==> src/rtl/arb_pkg.sv <==
// Shared definitions for the round-robin register arbiter: FSM states and a
// width helper usable in parameter expressions.
package arb_pkg;

    typedef enum logic {
        ST_IDLE = 1'b0,
        ST_BUSY = 1'b1
    } state_t;

    function automatic int unsigned clog2(input int unsigned v);
        int unsigned r;
        r = 0;
        while ((32'd1 << r) < v) r = r + 1;
        return r;
    endfunction

endpackage

==> src/rtl/rr_pick.sv <==
// Cyclic first-set-bit search: returns the first requester at or after ptr.
module rr_pick
    import arb_pkg::*;
#(
    parameter  int unsigned N  = 4,
    localparam int unsigned IW = clog2(N)
) (
    input  logic [N-1:0]  req,
    input  logic [IW-1:0] ptr,
    output logic          found,
    output logic [IW-1:0] idx
);

    always_comb begin
        found = 1'b0;
        idx   = '0;
        for (int unsigned i = 0; i < N; i++) begin
            logic [IW-1:0] j;
            j = IW'((32'(ptr) + i) % N);
            if (!found && req[j]) begin
                found = 1'b1;
                idx   = j;
            end
        end
    end

endmodule

==> src/rtl/shared_reg_arbiter.sv <==
// Round-robin arbiter granting exclusive write access to one shared W-bit
// register, with a hold limit so a busy owner cannot starve waiting requesters.
module shared_reg_arbiter
    import arb_pkg::*;
#(
    parameter  int unsigned N        = 4,
    parameter  int unsigned W        = 8,
    parameter  int unsigned MAX_HOLD = 4,
    localparam int unsigned IW       = clog2(N),
    localparam int unsigned HW       = clog2(MAX_HOLD + 1)
) (
    input  logic           clk,
    input  logic           reset,
    input  logic [N-1:0]   req,
    input  logic [N*W-1:0] data_in,
    output logic [N-1:0]   gnt,
    output logic [W-1:0]   q,
    output logic           q_valid,
    output logic [IW-1:0]  owner,
    output logic           busy
);

    state_t        state;
    logic [IW-1:0] ptr;
    logic [HW-1:0] hold_cnt;

    logic [W-1:0]  words [N];
    logic [N-1:0]  pick_req;
    logic [IW-1:0] pick_ptr;
    logic [IW-1:0] owner_next_idx;
    logic [IW-1:0] pick_idx;
    logic          pick_found;
    logic [HW-1:0] hold_inc;

    always_comb begin
        for (int unsigned i = 0; i < N; i++) begin
            words[i] = data_in[i*W +: W];
        end
    end

    assign owner_next_idx = (owner == IW'(N - 1)) ? '0 : owner + 1'b1;
    assign hold_inc       = (hold_cnt == HW'(MAX_HOLD)) ? hold_cnt : hold_cnt + 1'b1;

    // While busy the owner is excluded and the search starts just past it,
    // so the same pick serves both the idle grant and a same-edge handover.
    assign pick_req = (state == ST_BUSY) ? (req & ~gnt) : req;
    assign pick_ptr = (state == ST_BUSY) ? owner_next_idx : ptr;

    rr_pick #(.N(N)) u_pick (
        .req   (pick_req),
        .ptr   (pick_ptr),
        .found (pick_found),
        .idx   (pick_idx)
    );

    assign busy = (state == ST_BUSY);

    always_ff @(posedge clk) begin
        if (!reset) begin
            state    <= ST_IDLE;
            gnt      <= '0;
            q        <= '0;
            q_valid  <= 1'b0;
            owner    <= '0;
            ptr      <= '0;
            hold_cnt <= '0;
        end else begin
            case (state)
                ST_IDLE: begin
                    q_valid <= 1'b0;
                    if (pick_found) begin
                        state    <= ST_BUSY;
                        gnt      <= N'(1) << pick_idx;
                        owner    <= pick_idx;
                        hold_cnt <= '0;
                    end
                end
                ST_BUSY: begin
                    if (req[owner]) begin
                        q       <= words[owner];
                        q_valid <= 1'b1;
                        if (hold_inc == HW'(MAX_HOLD) && pick_found) begin
                            ptr      <= owner_next_idx;
                            gnt      <= N'(1) << pick_idx;
                            owner    <= pick_idx;
                            hold_cnt <= '0;
                        end else begin
                            hold_cnt <= hold_inc;
                        end
                    end else begin
                        q_valid  <= 1'b0;
                        ptr      <= owner_next_idx;
                        hold_cnt <= '0;
                        if (pick_found) begin
                            gnt   <= N'(1) << pick_idx;
                            owner <= pick_idx;
                        end else begin
                            gnt   <= '0;
                            state <= ST_IDLE;
                        end
                    end
                end
                default: state <= ST_IDLE;
            endcase
        end
    end

endmodule

==> config.mk <==
export PLATFORM = sky130hd
export DESIGN_NAME = shared_reg_arbiter
export DESIGN_NICKNAME = d
export VERILOG_FILES = /design/src/rtl/arb_pkg.sv /design/src/rtl/rr_pick.sv /design/src/rtl/shared_reg_arbiter.sv
export SDC_FILE = /design/constraint.sdc
export NUM_CORES = 1
export LEC_CHECK = 0
export ABC_AREA = 1
export CAP_MARGIN = 20
export CORE_ASPECT_RATIO = 2
export CORE_MARGIN = 1
export CORE_UTILIZATION = 38
export CTS_BUF_LIST = sky130_fd_sc_hd__clkbuf_4
export CTS_CLUSTER_DIAMETER = 80
export DETAILED_ROUTE_END_ITERATION = 12
export PLACE_DENSITY = 0.67
export SYNTH_ARGS = -nofsm -noshare
export SYNTH_HDL_FRONTEND = slang
export SYNTH_HIERARCHICAL = 1
export SYNTH_SLANG_ARGS = --single-unit
==> constraint.sdc <==
create_clock -name clk -period 4.68 [get_ports clk]
set_input_delay 0.936 -clock clk [delete_from_list [all_inputs] [get_ports clk]]
set_output_delay 0.936 -clock clk [all_outputs]
set_load 0.005 [all_outputs]
* Word level (Yosys, flattened, before mapping) *
Cells that the tools add are included.
Widths: inputs -> output; s select.

word-level totals
  register bits after elaboration = 21
  bits of input ports = 38
  output and inout bits = 16

operators by class
  add/subtract/negate cells = 5
  magnitude comparators = 6
  eq/ne operators = 6
  shift-type cells = 1
  mux-type cells = 45
  bitwise logic cells = 4
  reductions and logical operators = 10

operators by type and width
  operator             count
  $mux 2               11
  $mux 4               5
  $bmux 8 s2           1
  $mux 8               2
  $lt 2x3->1 const B   5
  $mux 1               12
  $mux 3               4
  $bmux 1 s2           5
  $pmux 4 s2           1
  $eq 3x3->1 const B   2
  $pmux 3 s2           1
  $reduce_and 2->1     3
  $add 2x1->2 const B  2
  $add 2x2->2 const B  2
  $and 4x4->4          1
  $logic_and 1x1->1    4
  $not 4->4            1
  $pmux 1 s2           2
  $pmux 2 s2           1
  $shl 1x2->4 const A  1
  $add 3x1->3 const B  1
  $ge 3x3->1 const B   1
  $logic_not 1->1      3
  $ne 3x2->1 const B   1
  other kinds (5)      5

* Depth between registers and ports, before layout *
Gate-level depths: netlist (run 1).

  depth in word-level cells = 19
  mapped depth = 21
  depth with buffers taken out = 20

* Cells and area by module *
The synthesis (run 1) kept the hierarchy.

by module, submodules not included
  module              times used  cells an instance  area an instance (µm²)
  shared_reg_arbiter  1           197                1285.0
  rr_pick             1           59                 319.1

* Worst setup path before layout (run 1) *
OpenSTA, ideal clock, no wires.

  path kind = register -> register
  from = reg owner[0]
  to = reg gnt[0]
  arrival time = 2.457 ns
  required time = 4.565 ns
  slack = 2.108 ns
  stages on the path, launching flop included = 20
  path buffers = 4
  clock period less this slack = 2.572 ns
  cell sequence = dfxtp_1 > buf_6 > clkbuf_1 > nor2_1 > inv_1 > o21ai_0 > buf_6 > nand2_1 > nand2_4 > nand2_1 > o21ai_1 > nand3b_1 > inv_1 > nor2_1 > nand3_1 > nand2_4 > buf_6 > nand3_2 > nand2_1 > nor2_1

on the way
  elaborated cells on any way between the ends = 41
  those cells by class = 4 x add/sub; 3 x eq/ne; 1 x shift; 25 x mux; 8 x reduce/logical

RTL lines
  element                                                RTL line                                            source
  start, declared                                        shared_reg_arbiter.sv:19                            output logic [IW-1:0] owner,
  start signal, assigned                                 shared_reg_arbiter.sv:74                            owner <= pick_idx;
  start signal, assigned                                 shared_reg_arbiter.sv:85                            owner <= pick_idx;
  start signal, assigned                                 shared_reg_arbiter.sv:96                            owner <= pick_idx;
  $add 2x1->2 / $eq 2x2->1 (equally long branches)       shared_reg_arbiter.sv:41                            assign owner_next_idx = (owner == IW'(N - 1)) ? '0 : owner + 1'b1;
  $mux 2 (*)                                             shared_reg_arbiter.sv:41
  $mux 2 (*)                                             shared_reg_arbiter.sv:47                            assign pick_ptr = (state == ST_BUSY) ? owner_next_idx : ptr;
  net pick_ptr[0]                                        shared_reg_arbiter.sv:29                            logic [IW-1:0] pick_ptr;
  branches (longest 11 deep; another with $add 2x1->2)   -
  $mux 1 (*)                                             rr_pick.sv:20                                       if (!found && req[j]) begin
  net pick_found                                         shared_reg_arbiter.sv:32                            logic pick_found;
  $mux 4 / $logic_and 1x1->1 (equally long branches)     shared_reg_arbiter.sv:94, shared_reg_arbiter.sv:82
  $mux 4 / $ne 3x2->1 (equally long branches)            -
  $pmux 4 s2 / $reduce_and 2->1 (equally long branches)  -
  end signal, assigned                                   shared_reg_arbiter.sv:73                            gnt <= N'(1) << pick_idx;
  end signal, assigned                                   shared_reg_arbiter.sv:84                            gnt <= N'(1) << pick_idx;
  end signal, assigned                                   shared_reg_arbiter.sv:95                            gnt <= N'(1) << pick_idx;
  end, declared                                          shared_reg_arbiter.sv:16                            output logic [N-1:0] gnt,

Mark *: on every way through the listed nets, which the timed path passes. The select of a mux whose other input is x is not followed.
A chain may end at the register's enable or synchronous reset.

* Worst setup path after layout (run 1) *
  from = in req[1]
  to = reg owner[0]

on the way
  word-level cells in the longest chain between the ends = 17
  elaborated cells on any way between the ends = 32
  those cells by class = 1 x eq/ne; 23 x mux; 1 x bitwise; 7 x reduce/logical

ends and longest elaborated chain
  element                       RTL line                                            source
  start, declared               shared_reg_arbiter.sv:14                            input logic [N-1:0] req,
  $and 4x4->4                   shared_reg_arbiter.sv:46                            assign pick_req = (state == ST_BUSY) ? (req & ~gnt) : req;
  $mux 4 (*)                    shared_reg_arbiter.sv:46
  net pick_req[1]               shared_reg_arbiter.sv:28                            logic [N-1:0] pick_req;
  $bmux 1 s2                    rr_pick.sv:20
  $mux 1 (implied by the code)  rr_pick.sv:20
  $mux 1                        rr_pick.sv:20
  $logic_not 1->1               rr_pick.sv:20
  $logic_and 1x1->1             rr_pick.sv:20
  [3 not listed]                -
  $mux 1                        rr_pick.sv:20
  $logic_not 1->1               rr_pick.sv:20
  $logic_and 1x1->1             rr_pick.sv:20
  $mux 1 (*)                    rr_pick.sv:20
  net pick_found                shared_reg_arbiter.sv:32
  $mux 2                        shared_reg_arbiter.sv:71, shared_reg_arbiter.sv:94
  $mux 2                        shared_reg_arbiter.sv:79                            if (req[owner]) begin
  $pmux 2 s2                    shared_reg_arbiter.sv:68                            case (state)

Mark *: on every way through the listed nets, which the timed path passes. The rest lies on a longest branch. The select of a mux whose other input is x is not followed.

==> impl_metrics.toml, run 1 <==
[route]
first_iter_violations = 23
via_count = 1786
routed_via_density = 5.003
drtAntennaViolNets = 0
drc = 0
totalWireLength_um = 4469
drtPass1Iterations = 4
wl_per_cell_um = 12.52

[timing]
worst_pin_slew_ns = 0.6916
rsz0062_at_grt = "no"
drv_slew = 0
maxSlewHeadroom = 0.5340
fin_crit_sh = 0.6263
fin_crit_ns = 2.931
maxClockFrequency_mhz = 341.2
setup-tns-final_ns = 0
setup_viol = 0
finClkSkew_ns = 0.003662
finalHoldViolCount = 0

[finish]
n_antenna_cell = 0
drive_above_1_share = 0.1148
synthToLayoutAreaGrowth_pct = 35.80
fill_cells = 425
fin_nets = 347
fin_cells = 357

[critical_path]
r2r-start = "owner[0]"
worstSetupEndpointType = "register"
worstPathRequired_ns = 4.90
cp.arrival_ns = 3.15
regToRegEndpoint = "owner[0]"
cp-endpoint = "owner[0]"
r2r_cells = 16
path_class = "in2reg"
critical_path.startpoint = "req[1]"
critPathLaunchType = "input pin"
regToRegSetupSlack_ns = 1.85
crit_path_max_fanout = 13

[clock_tree]
cts.sinks = 21
post_cts_buffers = 0
path_clk_slew_ns = 0.13
clk-insertion-delay-late_ns = 0.31
htreeDepth = 1
ctsResizeCount = 0
cts_root_buffer = "clkbuf_4"
cts_buffers = 3
cts_hold_buffers = 0
cts_buffer_depth = 2
cts_tree = "built"

[grt]
grt_pass1_vias = 1690
grt.overflow.total = 0
grt_usage = 0.2246
antenna_found_initial = 0
grt_max_degree = 19
grt_pass1_wl_um = 7258

[floorplan]
start_util = 0.3924
io_pins = 54
die_area_um2 = 4501
core_area_um2 = 4088
fp.dieH_um = 93.88
rows = 33
fp.dieW_um = 47.94

[placement]
dp_cells = 353
portBuffers = 53
gp_congestion = 0.7961
hpwl_um = 3588

[synthesis]
yosys_warnings = 6
synth_mux_area_frac = 0
synth_top_family_by_area = "simple AND/OR/NAND/NOR gates"
synth_compound_gate_area_share = 0.1794
yosysTopAreaCell = "dfxtp_1"
synth_top_area_share = 0.2621
ys_ff_latch = 21
syn_avg_cell_area_um2 = 6.266
synth.net_count = 297
synth_area_um2 = 1604
ys_types = 26
yosysSeqAreaShare = 0.2621
yosys.area_share.adder = 0.02340
synth_area_leaders = "dfxtp_1 26%, nand2_1 12%, nor2_1 12%"
synth_cells = 256
synth_xor_area_frac = 0
synth_simple_gate_area_frac = 0.4392

[outcome]
status = "finished, final reports clean"

[job]
timing.max_cap.violations = 0

[power]
p_leak_nw = 0.9845
ir_worst_vdd_v = 0.0003735
power_per_cell_area_nw_per_um2 = 647.5

[min_path]
hold_class = "reg2reg"
worstHoldStart = "ptr[0]"
==> layout make-up <==
type	count	area [um2]	share of cell area
timing repair buffer	55	545.5	0.2504
clock inverter	1	5.005	0.002298
multi-input combinational	201	1030	0.4727
sequential	21	420.4	0.1930
clock buffer	3	22.52	0.01034
tap	52	65.06	0.02987
inverter	24	90.09	0.04136
==> sequential cells by signal (all words and copies together) (netlist names) <==
signal / flops
busy: 1
q_valid: 1
owner: 2
hold_cnt: 3
gnt: 4
ptr: 2
q: 8
==> Yosys cell counts <==
| master | n |
|---|---|
| nor2_8 | 1 |
| buf_2 | 3 |
| nor3_1 | 1 |
| inv_1 | 21 |
| ha_1 | 3 |
| dfxtp_1 | 21 |
| nand2_4 | 5 |
| o21ai_1 | 1 |
| nand3_2 | 7 |
| nand4_1 | 1 |
| a21boi_0 | 4 |
| nor2_1 | 51 |
| nand3_1 | 14 |
| nor2_2 | 1 |
| buf_6 | 3 |
| nor2_4 | 1 |
| a21oi_1 | 12 |
| inv_2 | 3 |
| nand2_1 | 51 |
| o21ai_0 | 27 |
| o31ai_1 | 1 |
| buf_1 | 1 |
| clkbuf_1 | 3 |
| o22ai_1 | 8 |
| nand2_2 | 11 |
| nand3b_1 | 1 |
==> kinds of logic (layout without fill, tap and decap cells) <==
family | after synthesis | in the layout
adders and majority gates | 3 | 3
AOI/OAI and AO/OA | 53 | 53
DFF | 21 | 21
buffers and inverters | 34 | 83
and+or+nand+nor | 145 | 145
==> where the power goes <==
part	total (W)	switching, W	leakage (nW)	internal, W
Sequential	0.000300	0.0000610	0.173	0.000239
Combinational	0.00102	0.000610	0.794	0.000407
Clock	0.0000925	0.0000606	0.0177	0.0000319
Total	0.00141	0.000732	0.985	0.000679
==> routing by layer <==
layer / up-vias / wire [um] / global-route usage
li1: 931 / - / -
met1: 787 / 1624 / 0.2116
met2: 54 / 2455 / 0.4088
met3: 14 / 140 / 0.03269
met4: 0 / 248 / 0.1366
met5: - / 0 / 0
==> metrics by stage <==
step             util  power [W]  worst slack [ns]  hold slack, ns  cell area (um2)
4_1_cts        0.5329   0.001420             1.807          0.5065             2178
6_report       0.5329   0.001410             1.749          0.5064             2178
3_3_place_gp   0.5262   0.001315             1.523          0.4630             2151
3_5_place_dp   0.5262   0.001325             1.462          0.4766             2151
5_1_grt        0.5329   0.001563             1.626          0.5337             2178
2_1_floorplan       -   0.001062             2.108          0.4519             1604
==> cells in the final DEF, fill, tap and decap left out, types with 2 or more instances in the layout <==
cell             count
a21boi_0             4
a21oi_1             12
buf_4                2
clkbuf_4             3
clkdlybuf4s50_1     53
dfxtp_1             21
ha_1                 3
inv_1               21
inv_2                3
nand2_1             51
nand2_2             11
nand2_4              5
nand3_1             14
nand3_2              7
nor2_1              51
o21ai_0             27
o22ai_1              8
==> how the worst min path moves through the flow <==
stage | end | cells after the start
2_1_floorplan | ptr[0] | 2
3_3_place_gp | ptr[0] | 2
3_5_place_dp | ptr[0] | 2
4_1_cts | ptr[0] | 2
5_1_grt | ptr[0] | 2
6_report | ptr[0] | 2
==> critical path, stage by stage <==
cell and delay, ns:
clkdlybuf4s50_1 0.51, a21boi_0 0.30, inv_1 0.11, nand2_1 0.08, nand2_1 0.08, o21ai_1 0.19, nand3b_1 0.19, inv_1 0.08
nor2_1 0.10, nand3_1 0.16, nand2_4 0.20, nand3_1 0.09, nand2_1 0.07, nor2_1 0.05
No activity file was read; power rests on OpenSTA's default activity.
==> inputs of run 2 (changes only) <==
PLACE_DENSITY = 0.69   (was 0.67)
clock period = 2.36 ns   (was 4.68 ns; I/O delays follow)
==> run 2 against run 1 <==
Against the previous run:
- critical path depth increased by 4
- worst hold slack lost 0.0073 ns
- register-to-register slack got worse by 1.8 ns
- flip-flop and latch count stayed put
- setup slack lost 1.7 ns
- non-clock buffer count grew 27
- power grew to 2.6 times the previous value
- routed wire length is 12% higher
==> impl_metrics.toml, run 2 (synthesized netlist as in run 1, its figures left out) <==
[power]
power_per_cell_area_nw_per_um2 = 1411
ir_worst_vdd_v = 0.0006559
p_leak_nw = 1.159

[finish]
reg_top3 = "q (8), gnt (4), hold_cnt (3)"
postLayoutCellArea_um2 = 2556
multi_input_area_um2 = 1179
fin_nets = 375
n_antenna_cell = 0
final_common_cell = "clkdlybuf4s50_1"
synthToLayoutAreaGrowth_pct = 59.36
seq_area_um2 = 424.2
final_cell_mix = "53 x clkdlybuf4s50_1, 47 x nor2_1, 43 x nand2_1"
top_register = "q"
largest_reg_flops = 8
fill_cells = 365
drive_above_1_share = 0.2913

[outcome]
status = "finished, final reports clean"

[timing]
fin_crit_ns = 2.334
layout_setup_ws_ns = 0.02610
maxSlewHeadroom = 0.8141
setup_viol = 0
maxClockFrequency_mhz = 428.5
rsz0062_at_grt = "yes"
finClkSkew_ns = 0.001601
finalHoldViolCount = 0
setup-tns-final_ns = 0
fin_crit_sh = 0.9889
worst_pin_slew_ns = 0.2786
drv_slew = 0

[critical_path]
crit_chain = "ha_2, nor2_2, inv_2, o21ai_4, buf_6, nand2_4, nand2_4, nand2_4, nand2_4, nor2_4, nand3b_1, inv_2, nor2_4, nand3_4, nand2_4, nand3_1, nand2_1, nor2_1"
cp_top_family = "simple AND/OR/NAND/NOR gates"
cp.arrival_ns = 2.55
crit_path_frequent_cell = "nand2_4"
critPathLaunchType = "register"
worstSetupEndpointType = "register"
worstPathRequired_ns = 2.58
crit_path_max_fanout = 7
path_class = "reg2reg"
regToRegSetupSlack_ns = 0.03
cpPeakStageDelay_ns = 0.34
critPathSlowestCell = "dfxtp_2"
cp_num_buf_inv = 3

[grt]
grt_usage = 0.2421
grt.overflow.total = 0
grt_max_degree = 22
grt_pass1_vias = 1865
grt_pass1_wl_um = 7755
antenna_found_initial = 0

[route]
drc = 0
drtPass1Iterations = 4
top_layer_used = "met4"
wl_met3_um = 122
m1WireLength_um = 1700
routed-wl-met2_um = 3006
wl_per_cell_um = 13.04
via_count = 1935
drtAntennaViolNets = 0
totalWireLength_um = 5022
first_iter_violations = 23
routed_via_density = 5.026

[placement]
portBuffers = 53
hpwl_um = 3804
gp_congestion = 0.8536
placed_area_um2 = 2356
place_ws_ns = -0.2998

[clock_tree]
cts_buffer_depth = 2
cts_root_buffer = "clkbuf_4"
htreeDepth = 1
cts_tree = "built"
path_clk_slew_ns = 0.12
clk-insertion-delay-late_ns = 0.31
cts_buffers = 3
cts.sinks = 21

[floorplan]
die_area_um2 = 4501
fp.dieH_um = 93.88
fp.dieW_um = 47.94
io_pins = 54
start_util = 0.3924
rows = 33
core_area_um2 = 4088

[job]
timing.max_cap.violations = 0

[min_path]
hold_class = "reg2reg"
==> run 2: tightest hold or removal path, delay by kind of cell, from the launching register on <==
kind,cells,cell delay (ns)
and+or+nand+nor,1,0.08
AOI/OAI and AO/OA,1,0.04
DFF,1,0.35
==> run 2: through the flow <==
stage	utilization	instances	hold WS [ns]	power (W)
3_5_place_dp	0.5764	378	0.4712	0.003035
4_1_cts	0.5901	383	0.5014	0.003268
2_1_floorplan	-	256	0.4519	0.002129
5_1_grt	0.6253	385	0.5242	0.003918
6_report	0.6253	385	0.4991	0.003607
3_3_place_gp	0.5764	378	0.4716	0.003007
==> run 2: path summary, 6_finish.rpt <==
path | cells after the start | end | startpoint
min | 2 | ptr[0] | ptr[0]
max | 18 | owner[0] | owner[0]
max reg2reg | 18 | owner[0] | owner[0]
min reg2reg | 2 | ptr[0] | ptr[0]
==> run 2: layout make-up <==
| class | count | area share |
|---|---|---|
| inverter | 24 | 0.03622 |
| clock buffer | 3 | 0.008811 |
| clock inverter | 1 | 0.001958 |
| sequential | 21 | 0.1659 |
| tap | 52 | 0.02545 |
| multi-input combinational | 202 | 0.4611 |
| timing repair buffer | 82 | 0.3005 |
==> run 2: routing by layer <==
metal  track usage  up-vias
met5             0        -
met1        0.2116      884
met2        0.4741       51
met4        0.1204        0
li1              -      987
met3       0.02692       13
==> run 2: repair_timing <==
action | 4_1_cts | 5_1_grt
endpoints found under the setup margin | 10 | 10
gates cloned | 1 | 0
buffers inserted | 0 | 3
resized for setup | 6 | 43
hold buffers | 0 | 0
pin swaps | 2 | 16
==> run 2: power by group <==
part           internal (W)  switching [W]  total [W]
registers          0.000479      0.0000783   0.000557
logic               0.00127        0.00160    0.00287
clock network     0.0000634       0.000115   0.000179
==> inputs of run 3 (changes only) <==
CTS_CLUSTER_SIZE = 8   (was unset)
SKIP_LAST_GASP = 1   (was unset)
==> results of run 3 <==
Same layout as run 2: the final DEF is identical, and so are final timing and power.
